[config.mk]
export PLATFORM = sky130hd
export DESIGN_NAME = instrument_tx
export DESIGN_NICKNAME = d
export VERILOG_FILES = /design/src/rtl/instrument_tx.sv
export SDC_FILE = /design/constraint.sdc
export NUM_CORES = 1
export LEC_CHECK = 0
export ABC_AREA = 1
export BUFFER_PORTS_ARGS = -buffer_cell sky130_fd_sc_hd__buf_2
export CORE_MARGIN = 1.5
export CORE_UTILIZATION = 45
export DETAILED_ROUTE_END_ITERATION = 12
export PLACE_DENSITY = 0.71
export SKIP_LAST_GASP = 1
export SLEW_MARGIN = 25
export SYNTH_ARGS = -nofsm -noshare
export SYNTH_HDL_FRONTEND = slang
export SYNTH_SLANG_ARGS = --single-unit
[constraint.sdc]
create_clock -name clk -period 1.98 [get_ports clk]
set_clock_uncertainty 0.15 [all_clocks]
set_input_delay 0.198 -clock clk [delete_from_list [all_inputs] [get_ports clk]]
set_output_delay 0.198 -clock clk [all_outputs]
set_load 0.03 [all_outputs]
[src/rtl/instrument_tx.sv]
// instrument_tx: serialises bass/drum/guitar note state onto an 8N1 UART line.
// Each frame byte is {data[4:0], id[2:0]}; ids bass=001, drum=010, guitar=100.
// A frame is queued whenever an instrument's input differs from the value it
// last sent, on send_all, or on the periodic refresh tick. Pending instruments
// are served round-robin, starting after the one most recently sent.
//
// Ports:
//   clk        - single clock, posedge
//   rst        - synchronous, active-high reset
//   bass       - 5-bit bass note state
//   drum       - 5-bit drum note/foot state
//   guitar     - 5-bit guitar note state
//   send_all   - one-cycle pulse queueing all three instruments
//   TxD        - registered serial output, idle high
//   busy       - high during start, data and stop bits
//   frame_sent - one-cycle pulse when a stop bit completes
//
// state | meaning
// IDLE  | line high, waiting for a pending instrument
// START | start bit (0) for BIT_CYC cycles
// DATA  | eight data bits, LSB (id) first, BIT_CYC cycles each
// STOP  | stop bit (1) for BIT_CYC cycles
module instrument_tx #(
  parameter int CLK_HZ      = 27000000,
  parameter int BAUD        = 115200,
  parameter int REFRESH_CYC = 2700000
) (
  input  logic       clk,
  input  logic       rst,
  input  logic [4:0] bass,
  input  logic [4:0] drum,
  input  logic [4:0] guitar,
  input  logic       send_all,
  output logic       TxD,
  output logic       busy,
  output logic       frame_sent
);

  localparam int          BIT_CYC      = CLK_HZ / BAUD;
  localparam logic [31:0] BIT_LAST     = 32'(BIT_CYC - 1);
  localparam logic [31:0] REFRESH_LAST = (REFRESH_CYC > 0) ? 32'(REFRESH_CYC - 1) : 32'd0;

  typedef enum logic [1:0] {IDLE, START, DATA, STOP} state_t;

  state_t          state;
  logic [7:0]      shreg;
  logic [2:0]      bit_idx;
  logic [31:0]     bit_cnt;
  logic [31:0]     refresh_cnt;
  logic [2:0][4:0] inst_in;
  logic [2:0][4:0] last_sent;
  logic [2:0]      pending;
  logic [2:0]      set_req;
  logic [2:0]      capture;
  logic [1:0]      rr_ptr;
  logic [1:0]      sel;
  logic            refresh_hit;
  logic            start_frame;

  function automatic logic [1:0] next_idx(input logic [1:0] i);
    return (i == 2'd2) ? 2'd0 : i + 2'd1;
  endfunction

  assign inst_in = {guitar, drum, bass};

  always_comb begin
    refresh_hit = (REFRESH_CYC > 0) && (refresh_cnt == REFRESH_LAST);
    sel = rr_ptr;
    if (!pending[rr_ptr]) begin
      if (pending[next_idx(rr_ptr)]) sel = next_idx(rr_ptr);
      else                           sel = next_idx(next_idx(rr_ptr));
    end
    start_frame = (state == IDLE) && (pending != 3'b000);
    capture = start_frame ? (3'b001 << sel) : 3'b000;
    // The instrument being captured is compared against the value it is about
    // to record, so only send_all/refresh can re-arm it on the capture cycle.
    for (int i = 0; i < 3; i++)
      set_req[i] = send_all | refresh_hit | (!capture[i] && (inst_in[i] != last_sent[i]));
  end

  always_ff @(posedge clk) begin
    if (rst) begin
      state       <= IDLE;
      TxD         <= 1'b1;
      busy        <= 1'b0;
      frame_sent  <= 1'b0;
      pending     <= 3'b000;
      last_sent   <= '0;
      refresh_cnt <= '0;
      rr_ptr      <= 2'd0;
      shreg       <= 8'h00;
      bit_idx     <= 3'd0;
      bit_cnt     <= '0;
    end else begin
      frame_sent <= 1'b0;
      pending    <= (pending & ~capture) | set_req;
      if (REFRESH_CYC > 0)
        refresh_cnt <= refresh_hit ? 32'd0 : refresh_cnt + 32'd1;

      case (state)
        IDLE: begin
          TxD  <= 1'b1;
          busy <= 1'b0;
          if (start_frame) begin
            shreg          <= {inst_in[sel], 3'b001 << sel};
            last_sent[sel] <= inst_in[sel];
            rr_ptr         <= next_idx(sel);
            bit_cnt        <= BIT_LAST;
            TxD            <= 1'b0;
            busy           <= 1'b1;
            state          <= START;
          end
        end
        START: begin
          if (bit_cnt == '0) begin
            bit_cnt <= BIT_LAST;
            bit_idx <= 3'd0;
            TxD     <= shreg[0];
            state   <= DATA;
          end else begin
            bit_cnt <= bit_cnt - 32'd1;
          end
        end
        DATA: begin
          if (bit_cnt == '0) begin
            bit_cnt <= BIT_LAST;
            if (bit_idx == 3'd7) begin
              TxD   <= 1'b1;
              state <= STOP;
            end else begin
              bit_idx <= bit_idx + 3'd1;
              shreg   <= shreg >> 1;
              TxD     <= shreg[1];
            end
          end else begin
            bit_cnt <= bit_cnt - 32'd1;
          end
        end
        STOP: begin
          if (bit_cnt == '0) begin
            busy       <= 1'b0;
            frame_sent <= 1'b1;
            state      <= IDLE;
          end else begin
            bit_cnt <= bit_cnt - 32'd1;
          end
        end
        default: state <= IDLE;
      endcase
    end
  end

endmodule

==> qor.yml, run 1 <==
worstSetupEndpointType: "flop"
dp_hpwl_mm: 9.81
rows: 40
worst_pin_slew_ps: 485
numCtsBuffers: 9
ant_nets: 0
dp_slack_ps: 27.3
antenna_found_initial: 0
critical_path_peak_fanout: 17
yosys.area_share.simple: 0.359
synth_compound_area_frac: 0.135
dr.pass1.iters: 5
cts_sinks: 100
hold_viol: 0
synth_top_family_by_area: "simple AND/OR/NAND/NOR gates"
layout.nets: 922
routabilityCongestion: 0.930
yosys.cell_count.top_type: "nand2_1"
core-area_um2: 12200
synth_area_leaders: "dfxtp_1, nand2_1, nor2_1"
setup_slack_ps: 106
dr.max_layer_used: "met4"
p_seq_frac: 0.301
netSwitchingFraction: 0.432
grt_setup_unrepaired: "yes"
die-area_um2: 13300
hold_path_class: "input pin to flop"
wl_met2_mm: 6.06
design_area_um2: 6610
peakVddDrop_mv: 0.500
grt_max_degree: 39
synth_area_um2: 5700
dieHeight_um: 116
fin_crit_ps: 1870
avgSynthCellArea_um2: 6.76
synth.mux.area_fraction: 0
htree_num_levels: 3
placed_area_um2: 6150
setup_viol: 0
syn2layout_area_growth_pct: 16.1
p_switching_mw: 3.75
yosys.area_share.adder: 0.0198
wl_met3_um: 523
grt_pass1_vias: 5063
overflow: 0
powerDensity_nw_per_um2: 1310
wl_mm: 13.1
drive_above_1_share: 0.171
comb_power_share: 0.485
ys_seq_area_frac: 0.351
required_ps: 2120
wl_per_cell_um: 12.3
drtIter0Drc: 302
leakage_nw: 2.80
synth_cell_type_count: 44
drc: 0
grt_util_all_layers: 0.209
cts.path.max_buffers: 2
drt-vias-per-instance: 5.00
synth-seq-cells: 100
intPower_mw: 4.94
synth_nets: 870
p_clk_frac: 0.214
synth_common_cells: "nand2_1, nor2_1, inv_1"
initial_utilization: 0.469
synth-edff-count: 0
crit_arrival_ps: 2010
clkLatencyLatePin_ps: 360
synth_top_area_frac: 0.351
relSlewSlack: 0.677
worstSetupStartpointType: "flop"
cts_tree: "done"
ioPinCount: 21
synth-async-reset-ratio: 0
cap_violations: 0
cts.clk_slew.worst_paths_ps: 80
port_buffers: 20
grt_pass1_wl_mm: 22.5
vias: 5341
wl_met1_mm: 6.27
critical_path_class: "flop to flop"
drv_slew: 0
yosys_warnings: 0
yosysTopAreaCell: "dfxtp_1"
synth_ff_type: "dfxtp_1"
synthCells: 843
fmax_mhz: 534
status: "completed"
synth-xor-area-share: 0.0384
period_share: 0.947
cts_root_buffer: "clkbuf_16"
die_w_um: 116
cell families (layout without fill, tap and decap cells):
kind of cell               after synthesis  after routing
and+or+nand+nor                        440            440
adders and majority gates                9              9
buffers and inverters                  132            189
DFF                                    100            100
other                                    0              1
AOI/OAI and AO/OA                      137            137
xor gates and xnor gates                25             25
critical path, stage by stage, from the launching register on:
cell and delay (ps):
dfxtp_1 320, inv_2 90, ha_1 180, nand2_1 70, nor2_2 110, nand2_2 80, nor2_4 140, nand2_2 90
nand2_4 90, inv_6 80, nand2_8 100, nand2_8 90, nor3b_2 190
flip-flops by register name (all words and copies together), names as in the netlist, 2 cells and up:
register     cells
rr_ptr           2
last_sent       15
pending          3
bit_idx          3
shreg            8
refresh_cnt     32
bit_cnt         32
state            2
path summary, 6_finish.rpt:
check,startpoint,end,slack (ps),cells past startpoint
worst max register to register,bit_cnt[0]$_SDFFE_PP0P_,bit_cnt[13]$_SDFFE_PP0P_,110,12
worst min-delay path,send_all,pending[0]$_SDFF_PP0_,10,3
worst min register to register,refresh_cnt[0]$_SDFF_PP0_,refresh_cnt[0]$_SDFF_PP0_,270,1
worst max-delay path,bit_cnt[0]$_SDFFE_PP0P_,bit_cnt[13]$_SDFFE_PP0P_,110,12
timing repair:
action                     in CTS  in global routing
hold buffers                    0                  0
pin swaps                       0                  6
resized for setup               1                 29
buffers inserted                0                  6
setup endpoints to repair       1                 58
layout make-up:
cell class / instances / area [µm²]
fill: 1195 / 5550
multi-input combinational: 611 / 3250
sequential: 100 / 2000
inverter: 112 / 425
timing repair buffer: 61 / 405
clock buffer: 9 / 225
tap: 168 / 210
clock inverter: 7 / 91.3
antenna: 1 / 2.50
routing by layer:
layer,global-route usage,vias up
li1,-,2835
met3,0.0523,24
met2,0.335,96
met4,0.0881,0
met5,0,-
met1,0.268,2386
cell usage in the layout, fill, tap and decap left out, types with 11 or more instances in the layout:
| cell | count |
|---|---|
| nand2_1 | 172 |
| nor2_1 | 110 |
| inv_1 | 108 |
| dfxtp_1 | 99 |
| a21oi_1 | 67 |
| nand3_1 | 50 |
| buf_4 | 40 |
| o21ai_0 | 37 |
| nand4_1 | 21 |
| buf_2 | 21 |
| xor2_1 | 16 |
| nor2_2 | 14 |
| nand2_2 | 13 |
| nor3_1 | 11 |
power by group through the flow:
stage                     registers [mW]  clock network, mW  logic [mW]
after floorplan                     2.63                  0        2.95
after global placement              2.64                  0        3.90
after detailed placement            2.65                  0        3.91
after CTS                           2.61               1.92        3.94
after global routing                2.66               1.99        4.76
final                               2.61               1.86        4.22
metrics by stage:
step	cells	hold WS (ps)	TNS [ps]	utilization	total power [mW]
floorplan	843	225	0	-	5.58
global placement	1046	283	0	0.506	6.54
CTS	1062	2.65	0	0.532	8.47
detailed placement	1046	294	0	0.506	6.56
global route	1068	18.5	-66.5	0.544	9.41
finish	1069	10.3	0	0.544	8.69
No activity file was read; power rests on OpenSTA's default activity.
==> run 2: changes to the inputs <==
--- a/config.mk
+++ b/config.mk
@@ -10,6 +10,7 @@
 export CORE_MARGIN = 1.5
 export CORE_UTILIZATION = 45
 export DETAILED_ROUTE_END_ITERATION = 12
+export HOLD_SLACK_MARGIN = 0.08
 export PLACE_DENSITY = 0.71
 export SKIP_LAST_GASP = 1
 export SLEW_MARGIN = 25
==> run 2 against run 1 <==
- cell count is essentially flat
- non-clock buffer count grew 1
- worst hold slack better by 74 ps
==> qor.yml, run 2 (synthesized netlist as in run 1, its figures left out) <==
status: "completed"
register_area_um2: 2000
fmax_mhz: 535
dieHeight_um: 116
hold_path_class: "input pin to flop"
critical_path_class: "flop to flop"
grt_util_all_layers: 0.209
core-area_um2: 12200
crit_arrival_ps: 2010
hold_ws_ps: 84.3
fin_cells: 1070
worstSetupEndpointType: "flop"
final_common_cell: "nand2_1"
relSlewSlack: 0.679
worst_pin_slew_ps: 481
fillers: 1196
reg2reg_slack_ps: 110
routabilityCongestion: 0.930
die_w_um: 116
use_met1: 0.268
worstHoldStart: "bass[2]"
final_util: 0.545
top_regs: "bit_cnt: 32 flops, refresh_cnt: 32 flops, last_sent: 15 flops"
worstSetupStartpointType: "flop"
fin_crit_ps: 1870
drv_slew: 0
place_inst: 1046
ioPinCount: 21
layout_common_cells: "nand2_1, nor2_1, inv_1, dfxtp_1, a21oi_1"
hold_end: "last_sent[12]$_SDFFE_PP0P_"
fin_tns_setup_ps: 0
wl_mm: 13.2
grt.busiest_layer: "met2"
layout.nets: 923
drc: 0
cts.path.max_buffers: 2
grt_max_degree: 39
hold_depth: 4
vias: 5336
overflow: 0
drive_above_1_share: 0.171
cap_violations: 0
rr_worst_depth: 12
htree_num_levels: 3
powerDensity_nw_per_um2: 1310
antenna_found_initial: 0
placed_area_um2: 6150
leakage_nw: 2.80
port_buffers: 20
met2_usage: 0.335
period_share: 0.945
cts_tree: "done"
grt_setup_unrepaired: "yes"
multi_input_area_um2: 3250
design_area_um2: 6620
cts.clk_slew.worst_paths_ps: 80
numCtsBuffers: 9
die-area_um2: 13300
initial_utilization: 0.469
syn2layout_area_growth_pct: 16.2
critical_path_peak_fanout: 17
required_ps: 2120
cts_root_buffer: "clkbuf_16"
grt_pass1_wl_mm: 22.5
drtIter0Drc: 269
grt_pass1_vias: 5072
clkLatencyLatePin_ps: 360
drt-vias-per-instance: 4.99
rows: 40
hold_viol: 0
setup_viol: 0
peakVddDrop_mv: 0.500
cts_sinks: 100
dp_hpwl_mm: 9.81
wl_per_cell_um: 12.3
rr_startpoint: "bit_cnt[0]$_SDFFE_PP0P_"
dr.pass1.iters: 5
grt_util_met3: 0.0523
r2r_end: "bit_cnt[13]$_SDFFE_PP0P_"
ant_nets: 0
-- run 2: changes by cell type in the layout (fill, tap and decap cells not counted) --
cell / previous run / this run
dlygate4sd3_1: 0 / 1
-- run 2: stage by stage --
| step | setup WS [ps] | power (mW) |
|---|---|---|
| detailed placement | 27.3 | 6.56 |
| CTS | 47.4 | 8.47 |
| global placement | 91.5 | 6.54 |
| finish | 109 | 8.70 |
| global route | -34.4 | 9.41 |
| floorplan | 226 | 5.58 |
-- run 2: per-layer routing --
layer / share of wire / wire (µm) / up-vias
met5: 0 / 0 / -
li1: - / - / 2836
met1: 0.48 / 6330 / 2382
met4: 0.020 / 261 / 0
met3: 0.036 / 471 / 24
met2: 0.46 / 6090 / 94
-- run 2: area by class of cell --
| cell class | count | area share |
|---|---|---|
| inverters | 112 | 0.0642 |
| repair buffers | 62 | 0.0627 |
| diodes | 1 | 0.000378 |
| clock inverters | 7 | 0.0138 |
| flip-flops and latches | 100 | 0.302 |
| clock buffers | 9 | 0.0340 |
| multi-input cells | 611 | 0.491 |
| well taps | 168 | 0.0317 |
-- run 2: repair_timing --
item	in CTS	in global routing
buffers inserted	0	6
endpoints found under the hold margin	3	0
hold buffers	1	0
gates resized for setup	1	29
pin swaps	0	6
endpoints found under the setup margin	1	58
-- run 2: report_power, final --
group	leakage [nW]	total, mW	switching, mW	internal, mW
combinational	1.84	4.23	2.67	1.56
sequential	0.815	2.61	0.244	2.37
clock	0.151	1.86	0.853	1.01
-- run 2: how the worst max path moves through the flow --
stage                                    startpoint                    endpoint
after global placement     bit_cnt[15]$_SDFFE_PP0P_    bit_cnt[23]$_SDFFE_PP0P_
after CTS                     state[0]$_SDFFE_PP0P_   last_sent[6]$_SDFFE_PP0P_
after floorplan           refresh_cnt[0]$_SDFF_PP0_  refresh_cnt[24]$_SDFF_PP0_
after global routing       bit_cnt[12]$_SDFFE_PP0P_    bit_cnt[23]$_SDFFE_PP0P_
final                       bit_cnt[0]$_SDFFE_PP0P_    bit_cnt[13]$_SDFFE_PP0P_
after detailed placement    bit_cnt[0]$_SDFFE_PP0P_     bit_cnt[9]$_SDFFE_PP0P_
-- run 2: critical path: stages (launching register included) --
cell     delay, ps
dfxtp_1        320
inv_2           90
ha_1           180
nand2_1         70
nor2_2         110
nand2_2         80
nor2_4         140
nand2_2         90
nand2_4         90
inv_6           80
nand2_8        100
nand2_8         90
nor3b_2        190
==> run 3: changes to the inputs <==
--- a/config.mk
+++ b/config.mk
@@ -5,7 +5,6 @@
 export SDC_FILE = /design/constraint.sdc
 export NUM_CORES = 1
 export LEC_CHECK = 0
-export ABC_AREA = 1
 export BUFFER_PORTS_ARGS = -buffer_cell sky130_fd_sc_hd__buf_2
 export CORE_MARGIN = 1.5
 export CORE_UTILIZATION = 45
==> run 3 against run 2 <==
- the run now ends with negative setup slack left
- power grew 28%
- die area down 6.2%
- wire length up 20%
- core utilization is 12 points higher
- largest cell class unchanged
- global-route usage is 2.4 points higher
- critical path type unchanged
- sequential power rose by 7%
- cell count down 16%
- synthesized cell count decreased by 28%
- worst setup slack got worse by 360 ps
- first-iteration DRC count increased by 36%
- critical path depth fell by 4
- worst hold slack improved by 100 ps
- critical endpoint is now bit_cnt[26]$_SDFFE_PP0P_
==> qor.yml, run 3 <==
drc: 0
yosys_warnings: 0
hold_viol: 0
cap_violations: 0
vias: 5324
cts_sinks: 100
crit_cells: 8
finalPower_mw: 11.1
grt_util_all_layers: 0.233
ys_seq_area_frac: 0.375
cts_tree: "done"
antenna_cells: 0
cts_root_buffer: "clkbuf_16"
fillers: 835
synth_ff_type: "dfxtp_1"
port_buffers: 20
critical_path_peak_fanout: 6
relSlewSlack: 0.672
layout_common_cells: "buf_4, dfxtp_1, nor2_1, a21oi_1, xor2_1"
dr.pass1.iters: 7
dp_hpwl_mm: 9.43
cts.path.max_buffers: 2
reg2reg_slack_ps: -250
die_w_um: 112
crit_chain: "inv_4 > ha_4 > nor4b_4 > nand4_4 > buf_6 > o31a_4 > o21ai_0 > a31oi_1"
path_delay_family: "compound AO/OA/AOI/OAI gates"
ant_nets: 0
wl_per_cell_um: 17.7
yosysTopAreaCell: "dfxtp_1"
synth_common_cells: "dfxtp_1, nor2_1, a21oi_1"
grt_setup_unrepaired: "yes"
wl_mm: 15.8
synth_area_leaders: "dfxtp_1, nor2_1, xor2_1"
drv_slew: 0
crit_arrival_ps: 2320
powerDensity_nw_per_um2: 1450
leakage_nw: 2.99
dp_slack_ps: -199
cts.clk_slew.worst_paths_ps: 80
synth-edff-count: 0
fin_cells: 894
final_util: 0.668
synth_cell_type_count: 72
drive_above_1_share: 0.425
rr_startpoint: "bit_cnt[1]$_SDFFE_PP0P_"
syn2layout_area_growth_pct: 43.7
rows: 39
grt_pass1_vias: 5160
status: "finished with violations"
required_ps: 2060
layout.nets: 773
synthCells: 604
core-area_um2: 11500
max_stage_delay_ps: 400
final_common_cell: "buf_4"
synth_top_area_frac: 0.375
r2r_end: "bit_cnt[26]$_SDFFE_PP0P_"
die-area_um2: 12500
cp-endpoint: "bit_cnt[26]$_SDFFE_PP0P_"
antenna_found_initial: 0
initial_utilization: 0.465
worst_pin_slew_ps: 492
violations: "negative setup slack"
place_inst: 845
worstSetupStartpointType: "flop"
grt_pass1_wl_mm: 23.9
period_share: 1.13
peakVddDrop_mv: 1.06
worstSetupEndpointType: "flop"
setup_viol: 49
fin_crit_ps: 2230
fmax_mhz: 448
grt_max_degree: 41
drtIter0Drc: 367
worstHoldStart: "drum[0]"
hold_path_class: "input pin to flop"
top_regs: "bit_cnt: 32 flops, refresh_cnt: 32 flops, last_sent: 15 flops"
synth-async-reset-ratio: 0
routabilityCongestion: 0.845
clkLatencyLatePin_ps: 360
overflow: 0
synth-seq-cells: 100
cp-startpoint: "bit_cnt[1]$_SDFFE_PP0P_"
setup_slack_ps: -254
htree_num_levels: 3
dieHeight_um: 112
numCtsBuffers: 9
hold_ws_ps: 185
cpMaxStageDelayCell: "o31a_4"
rr_worst_depth: 8
synth_nets: 631
critical_path_class: "flop to flop"
worst-path-buf-inv: 2
yosys.cell_count.top_type: "dfxtp_1"
drt-vias-per-instance: 5.96
ioPinCount: 21
avgSynthCellArea_um2: 8.83
synth_area_um2: 5330
run 3: cell type report:
type	instances	area, µm²	area share
Tap cell	143	179	0.0234
Inverter	16	65.1	0.00849
Multi-Input combinational cell	457	3770	0.492
Clock inverter	5	83.8	0.0109
Timing Repair Buffer	162	1290	0.169
Clock buffer	11	243	0.0317
Sequential cell	100	2030	0.265
run 3: cell families (layout without fill, tap and decap cells):
family,after synthesis,in the layout,synth area share
xor+xnor,46,46,0.0756
compound gates,130,133,0.175
simple gates,250,251,0.276
mux,18,18,0.0340
fa+ha+maj,9,9,0.0211
buf+inv,51,194,0.0429
flops,100,100,0.375
run 3: per-layer routing:
metal	share of wire	GRT usage	up-vias
met5	0	0	-
met4	0.022	0.0861	0
met3	0.034	0.0484	34
met2	0.52	0.409	122
met1	0.42	0.280	2623
li1	-	-	2545
run 3: through the flow:
step / area [µm²] / TNS (ps)
2_1_floorplan: 5500 / -2620
3_3_place_gp: 6410 / -2550
3_5_place_dp: 6410 / -5630
4_1_cts: 7130 / -3120
5_1_grt: 7660 / -8860
6_report: 7660 / -5850
run 3: worst min-delay path by stage:
stage	to	slack, ps	depth (start not counted)
3_5_place_dp	shreg[4]$_SDFFE_PP0P_	300	2
3_3_place_gp	shreg[2]$_SDFFE_PP0P_	300	2
6_report	pending[1]$_SDFF_PP0_	190	4
5_1_grt	pending[1]$_SDFF_PP0_	190	4
4_1_cts	pending[0]$_SDFF_PP0_	170	5
2_1_floorplan	pending[1]$_SDFF_PP0_	230	2
run 3: power by group:
part           leakage, nW  internal [mW]  switching [mW]  total [mW]
clock                0.158           1.15           0.821        1.97
combinational         2.01           3.13            3.27        6.40
sequential           0.821           2.41           0.363        2.78
run 3: worst min-delay path, stage by stage:
cell and delay (ps):
buf_2 100, xor2_1 60, o31ai_1 230, a21oi_1 70
run 3: what timing repair did:
| action | 4_1_cts | 5_1_grt |
|---|---|---|
| resized for setup | 51 | 96 |
| setup buffers | 12 | 13 |
| pin swaps | 28 | 38 |
| gates cloned | 4 | 3 |
| hold buffers | 1 | 0 |
| hold endpoints to repair | 3 | 0 |
| setup endpoints to repair | 61 | 96 |
